<file path="config.mk">
export PLATFORM = sky130hd
export DESIGN_NAME = cdb_arbiter
export DESIGN_NICKNAME = d
export VERILOG_FILES = /design/src/rtl/cdb_arbiter.sv
export SDC_FILE = /design/constraint.sdc
export NUM_CORES = 1
export LEC_CHECK = 0
export CAP_MARGIN = 25
export CORE_MARGIN = 3
export CORE_UTILIZATION = 34
export CTS_BUF_LIST = sky130_fd_sc_hd__clkbuf_8
export DETAILED_ROUTE_END_ITERATION = 8
export PLACE_DENSITY = 0.95
export SYNTH_ARGS = -nofsm -noshare
export SYNTH_HDL_FRONTEND = slang
export SYNTH_SLANG_ARGS = --single-unit
</file>
<file path="constraint.sdc">
create_clock -name clk -period 5.1 [get_ports clk]
set_input_delay 1.02 -clock clk [delete_from_list [all_inputs] [get_ports clk]]
set_output_delay 1.02 -clock clk [all_outputs]
set_load 0.02 [all_outputs]
</file>
<file path="src/rtl/cdb_arbiter.sv">
// Round-robin arbiter for the common data bus: picks one pending producer result per
// cycle and registers it onto the CDB for exactly one cycle.
module cdb_arbiter #(
    parameter int NUM_REQ = 4,
    parameter int DATA_W  = 32,
    parameter int ID_W    = 3,
    parameter int SRC_W   = 3
) (
    input  logic                      clk,
    input  logic                      rst,
    input  logic [NUM_REQ-1:0]        req_valid,
    input  logic [NUM_REQ*ID_W-1:0]   req_id,
    input  logic [NUM_REQ-1:0]        req_int,
    input  logic [NUM_REQ*DATA_W-1:0] req_data,
    output logic [NUM_REQ-1:0]        req_ready,
    input  logic                      cdb_hold,
    output logic                      cdb_valid,
    output logic [ID_W-1:0]           cdb_id,
    output logic                      cdb_int,
    output logic [DATA_W-1:0]         cdb_data,
    output logic [SRC_W-1:0]          cdb_src
);

    localparam int SLOTS = 1 << SRC_W;

    logic [SRC_W-1:0]  rr_ptr_reg;
    logic [SRC_W-1:0]  rr_ptr_next;
    logic [SLOTS-1:0]  valid_pad;
    logic [SRC_W-1:0]  cand_idx [NUM_REQ];
    logic [NUM_REQ-1:0] rot_valid;
    logic              any_win;
    logic [SRC_W-1:0]  win_idx;
    logic [NUM_REQ-1:0] win;
    logic              grant_ok;
    logic              transfer;
    logic [ID_W-1:0]   mux_id;
    logic              mux_int;
    logic [DATA_W-1:0] mux_data;

    logic              cdb_valid_reg;
    logic [ID_W-1:0]   cdb_id_reg;
    logic              cdb_int_reg;
    logic [DATA_W-1:0] cdb_data_reg;
    logic [SRC_W-1:0]  cdb_src_reg;

    // Padding lets the rotated lookup index with a full SRC_W-bit value.
    assign valid_pad = SLOTS'(req_valid);

    // Candidate k is the producer k places after rr_ptr, wrapped at NUM_REQ.
    for (genvar gi = 0; gi < NUM_REQ; gi++) begin : g_rotate
        logic [SRC_W:0] sum;
        assign sum = {1'b0, rr_ptr_reg} + (SRC_W+1)'(gi);
        assign cand_idx[gi] = (sum >= (SRC_W+1)'(NUM_REQ)) ?
                              SRC_W'(sum - (SRC_W+1)'(NUM_REQ)) : sum[SRC_W-1:0];
        assign rot_valid[gi] = valid_pad[cand_idx[gi]];
    end

    // Descending scan so the candidate closest to rr_ptr is the one kept.
    always_comb begin
        any_win = 1'b0;
        win_idx = '0;
        for (int k = NUM_REQ - 1; k >= 0; k--) begin
            if (rot_valid[k]) begin
                any_win = 1'b1;
                win_idx = cand_idx[k];
            end
        end
    end

    for (genvar gi = 0; gi < NUM_REQ; gi++) begin : g_win
        assign win[gi] = any_win & (win_idx == SRC_W'(gi));
    end

    assign grant_ok  = ~cdb_hold & ~rst;
    assign req_ready = win & {NUM_REQ{grant_ok}};
    assign transfer  = any_win & grant_ok;

    // Explicit wrap keeps rr_ptr inside 0..NUM_REQ-1 for non-power-of-two counts.
    always_comb begin
        rr_ptr_next = rr_ptr_reg;
        if (transfer) begin
            if (win_idx == SRC_W'(NUM_REQ - 1)) begin
                rr_ptr_next = '0;
            end else begin
                rr_ptr_next = win_idx + SRC_W'(1);
            end
        end
    end

    // AND-OR mux: payload of non-winning ports never reaches the bus.
    always_comb begin
        mux_id   = '0;
        mux_int  = 1'b0;
        mux_data = '0;
        for (int i = 0; i < NUM_REQ; i++) begin
            mux_id   = mux_id   | ({ID_W{win[i]}}   & req_id[i*ID_W +: ID_W]);
            mux_int  = mux_int  | (win[i]           & req_int[i]);
            mux_data = mux_data | ({DATA_W{win[i]}} & req_data[i*DATA_W +: DATA_W]);
        end
    end

    always_ff @(posedge clk or posedge rst) begin
        if (rst) begin
            rr_ptr_reg    <= '0;
            cdb_valid_reg <= 1'b0;
            cdb_id_reg    <= '0;
            cdb_int_reg   <= 1'b0;
            cdb_data_reg  <= '0;
            cdb_src_reg   <= '0;
        end else begin
            rr_ptr_reg    <= rr_ptr_next;
            cdb_valid_reg <= transfer;
            cdb_id_reg    <= transfer ? mux_id   : '0;
            cdb_int_reg   <= transfer ? mux_int  : 1'b0;
            cdb_data_reg  <= transfer ? mux_data : '0;
            cdb_src_reg   <= transfer ? win_idx  : '0;
        end
    end

    assign cdb_valid = cdb_valid_reg;
    assign cdb_id    = cdb_id_reg;
    assign cdb_int   = cdb_int_reg;
    assign cdb_data  = cdb_data_reg;
    assign cdb_src   = cdb_src_reg;

endmodule
</file>
# After elaboration in Yosys (flattened, before gate mapping)
# Cells that the tools add are included.
# Widths: inputs -> output; s select.
classes:
  addsub: 8
  mul: 0
  div: 0
  magnitude_cmp: 8
  n_eq_ne: 3
  shift: 0
  mux: 25
  bitwise_logic: 30
  n_reduce_logical: 1
op_table:
  columns: ["cell", "n"]
  rows:
  - ["$and 32x32->32", 4]
  - ["$or 32x32->32", 3]
  - ["$mux 3", 11]
  - ["$mux 32", 1]
  - ["$lt 3x4->1 const B", 4]
  - ["$and 3x3->3", 4]
  - ["$bmux 1 s3", 4]
  - ["$ge 4x3->1 const B", 3]
  - ["$sub 3x3->3 const B", 4]
  - ["$and 1x1->1", 10]
  - ["$mux 1", 9]
  - ["$or 3x3->3", 3]
  - ["$add 3x2->4 const B", 2]
  - ["$eq 3x2->1 const B", 2]
  - ["$add 3x1->4 const B", 1]
  - ["$and 4x4->4", 1]
  - ["$add 3x1->3 const B", 1]
  - ["$eq 3x1->1 const B", 1]
  - ["$ge 3x3->1 const B", 1]
  - ["$logic_not 3->1", 1]
  - ["$or 1x1->1", 3]
  - ["$not 1->1", 2]
word_totals:
  ff_bits: 43
  latchBits: 0
  ram_bits: 0
  rom_bits: 0
  in_bits: 151
  out_inout_bits: 44
  wordCells: 81
  mem_count: 0

# Logic depth before layout (Yosys ltp)
logic_depth:
  ltp_word: 16
  mapped_depth: 14
  mapped_depth_nobuf: 10

# Worst setup path before layout
# No wires, ideal clock.
synth_timing:
  path_kind: "reg2out"
  from: "register rr_ptr_reg[1]"
  to: "output port req_ready[1]"
  arrival_ps: 3057
  required_time_ps: 4080
  path_slack_ps: 1023
  path_stages_with_launch: 14
  path_buffers: 4
  cell_sequence: "dfrtp_1 -> clkbuf_1 -> inv_1 -> ha_1 -> buf_2 -> mux4_2 -> o21ai_2 -> nor4_1 -> a21oi_1 -> inv_1 -> ha_1 -> clkbuf_1 -> clkbuf_1 -> and2_1"
synth_between:
  elab_chain_len: 12
  elab_cells_between_ends: 34
  cone_classes: "add/sub (7); order compare (4); eq/ne (1); mux (20); bitwise (2)"
synth_rtl:
  columns: ["item", "line_no", "text"]
  rows:
  - ["from (decl)", "26", "logic [SRC_W-1:0] rr_ptr_reg;"]
  - ["from (signal assigned)", "111", "rr_ptr_reg <= rr_ptr_next;"]
  - ["$add 3x2->4", "52", "assign sum = {1'b0, rr_ptr_reg} + (SRC_W+1)'(gi);"]
  - ["$ge 4x3->1 or $sub 3x3->3 (tied branches)", "53, 54", null]
  - ["$mux 3", "53", "assign cand_idx[gi] = (sum >= (SRC_W+1)'(NUM_REQ)) ?"]
  - ["$bmux 1 s3", "55", "assign rot_valid[gi] = valid_pad[cand_idx[gi]];"]
  - ["$mux 1 (implied by the code)", "55", null]
  - ["$mux 3 (4 in a row)", "63", "if (rot_valid[k]) begin"]
  - ["$eq 3x1->1", "71", "assign win[gi] = any_win & (win_idx == SRC_W'(gi));"]
  - ["$and 1x1->1 *", "71", null]
  - ["$and 4x4->4 *", "75", "assign req_ready = win & {NUM_REQ{grant_ok}};"]
  - ["to (decl)", "15", "output logic [NUM_REQ-1:0] req_ready,"]
# Mark *: on every way between the ends. The rest lies on a longest branch, timed or not. The select of a mux whose other input is x is not followed.

# Worst setup path in the final report
layout_timing:
  from: "input port req_valid[3]"
  to: "output port req_ready[3]"
layout_between:
  elab_chain_len: 9
  elab_cells_between_ends: 19
  cone_classes: "eq/ne (1); mux (16); bitwise (2)"
layout_rtl:
  columns: ["item", "line_no", "text"]
  rows:
  - ["from (decl)", "11", "input logic [NUM_REQ-1:0] req_valid,"]
  - ["$bmux 1 s3", "55", null]
  - ["$mux 1 (implied by the code)", "55", null]
  - ["$mux 3 (4 in a row)", "63", null]
  - ["$eq 3x2->1", "71", null]
  - ["$and 1x1->1 *", "71", null]
  - ["$and 4x4->4 *", "75", null]
# Marked as above.

==> impl_metrics.csv <==
group,metric,value,unit
outcome,status,"finished, final reports clean",
final_layout,final_layout_size_suffix_gt1_share,5.952,%
final_layout,finalNetCount,577,
worst_setup_path,worstPathMaxFanout,7,
final_layout,diodes,0,
hold_path,min_delay_path_depth,1,
drt,routed_wl,9.624,mm
clock_network,postCtsHoldBufs,0,
power_and_ir_drop,irDropWorstVdd,0.5788,mV
synthesis,netlist_top_cells_area,"dfrtp_1 (45%), a22oi_1 (23%), a21oi_1 (8.0%)",
synthesis,syn_inst,236,
final_layout,largest_reg_flops,32,
synthesis,synth.top_cell.area_share,45.38,%
sta,fin_skew,5.418,ps
synthesis,synth.most_common_cell,"a22oi_1",
sta,fin_crit_sh,95.39,%
power_and_ir_drop,leakagePower,1.795,nW
clock_network,cts.sinks,43,
sta,slew_viol_final,0,
synthesis,synth_edf_count,0,
global_route,grt.total_usage,22.27,%
sta,worst_pin_slew,468.5,ps
clock_network,postCtsResizedCells,0,
synthesis,yosysWarnings,0,
sta,max_freq,0.2055,GHz
clock_network,path_clk_slew,80,ps
clock_network,clk_path_buf_depth,2,
final_layout,fill_cells,495,
global_route,grt_overflow,0,
synthesis,synth_seq_cells,43,
drt,viasPerCell,5.454,
hold_path,hp-class,"reg -> reg",
synthesis,synth_cell_type_count,32,
power_and_ir_drop,power_density,517.3,mW/mm2
sta,min_period,4865,ps
synthesis,netlist_area,0.002371,mm2
placement,gp_congestion,0.9127,
global_route,grt_max_degree,44,
die,die_w,89.51,um
worst_setup_path,worstReg2RegStart,"rr_ptr_reg[0]",
sta,maxSlewHeadroom,67.87,%
synthesis,ys_async_sr_fraction,100.0,%
flow_run,cap_violations,0,
clock_network,clk_latency,280,ps
worst_setup_path,ff2ff_path_depth,11,
sta,finalHoldViolCount,0,
die,row_count,29,
global_route,grt_pass1_wl,13.58,mm
worst_setup_path,worstSetupPathType,"in -> out",
worst_setup_path,critPathLaunchType,"primary input",
synthesis,yosys.area.top_type,"dfrtp_1",
drt,drc,0,
die,io_pins,195,
worst_setup_path,crit_required,4080,ps
clock_network,cts_tree,"built",
synthesis,ys_seq_area_share,45.38,%
worst_setup_path,end_kind,"output port",
sta,setup_viol,0,
drt,drt_iter0_markers,134,
worst_setup_path,critPathLaunch,"req_valid[3]",
synthesis,syn_nets,393,
clock_network,cts_made_buffers,5,
global_route,grt_pass1_vias,2762,
placement,dp_hpwl,7.304,mm
worst_setup_path,worst_ep_arrival_time,3850,ps
placement,port_buffers,194,
clock_network,cts_root_buf,"clkbuf_8",
global_route,antenna_found_initial,0,
clock_network,htreeDepth,2,
synthesis,synth_commonest_cells,"a22oi_1 (72), dfrtp_1 (43), a21oi_1 (38)",
synthesis,syn_avg_cell_area,10.05,um2
die,start_util,36.10,%
clock_network,post-cts-setup-buffer-count,0,
die,dieArea,0.008012,mm2
drt,drt-wirelength-per-cell,18.76,um
drt,dr_total_vias,2798,
sta,holdWs,620.9,ps
synthesis,ys.flop_type,"dfrtp_1",
drt,drtAntennaViolNets,0,
sta,tns,0,ps
sta,rsz0062_at_grt,"false",
die,die_h,89.51,um
final_layout,area_growth,88.81,%
hold_path,hp-start,"rr_ptr_reg[2]",
drt,dr.pass1.iters,4,
die,core,0.006568,mm2
-- cell usage in the layout, fill, tap and decap left out, types with 2 or more instances in the layout --
cell type        count
a211o_1              2
a211oi_1             4
a21oi_1             38
a221oi_2             2
a22oi_1             72
and2_1               7
buf_4                5
clkbuf_8             6
clkdlybuf4s50_1    194
dfrtp_1             43
ha_1                 6
inv_1                5
inv_2                2
mux2_2               2
mux2i_1              3
mux4_2               2
nand2_1              2
nand2b_1             2
nor2_1               9
-- cells by family after synthesis --
kind of cell,synth area share (%)
adders and majority gates,3.166
other,0.1582
muxes,4.749
AOI/OAI and AO/OA,35.62
DFF,45.38
and+or+nand+nor,5.383
buffers and inverters,5.540
-- area by class of cell --
class                           instances  area, um2  share of cell area, %
Tap cell                               93      116.4                  2.599
Sequential cell                        43       1076                  24.04
Multi-Input combinational cell        163       1171                  26.16
Inverter                                7      26.28                 0.5869
Clock buffer                            6      82.58                  1.845
Clock inverter                          1      5.005                 0.1118
Timing Repair Buffer                  200       1999                  44.66
-- power by group --
group,switching (mW),internal (mW)
registers,0.0590,0.450
clock network,0.112,0.106
logic,0.897,0.691
total,1.07,1.25
-- metrics by stage --
step	util (%)	setup slack, ps	power (mW)	cell area, um2	instances
floorplan	-	1023	1.508	2371	236
global placement	66.53	479.9	2.065	4369	505
detailed placement	66.53	267.6	2.103	4369	505
CTS	67.86	260.6	2.329	4457	512
global route	68.17	71.95	2.462	4477	513
finish	68.17	234.9	2.316	4477	513
-- worst max-delay path, cell delays in order --
cell,delay (ps)
clkdlybuf4s50_1,540
mux2i_1,450
o22ai_1,180
nor4_1,440
a21oi_1,180
inv_1,130
ha_1,160
and2_1,120
clkdlybuf4s50_1,610
-- routing by layer --
layer  global-route usage (%)  wire (um)  part of all wire [%]  vias to the layer above
li1                         -          -                     -                     1272
met3                    6.636        874                   9.1                       20
met1                    24.16       3305                    34                     1344
met2                    40.86       5205                    54                      162
met5                        0          0                     0                        -
met4                    7.848        239                   2.5                        0
-- final timing paths --
check / to / slack, ps
max: req_ready[3] / 230
max in group asynchronous: cdb_data[25] / 3740
min reg2reg: rr_ptr_reg[2] / 620
min in group asynchronous: cdb_src[2] / 1150
min: rr_ptr_reg[2] / 620
max reg2reg: cdb_data[7] / 1530
Power figures use the tool's default switching activity.
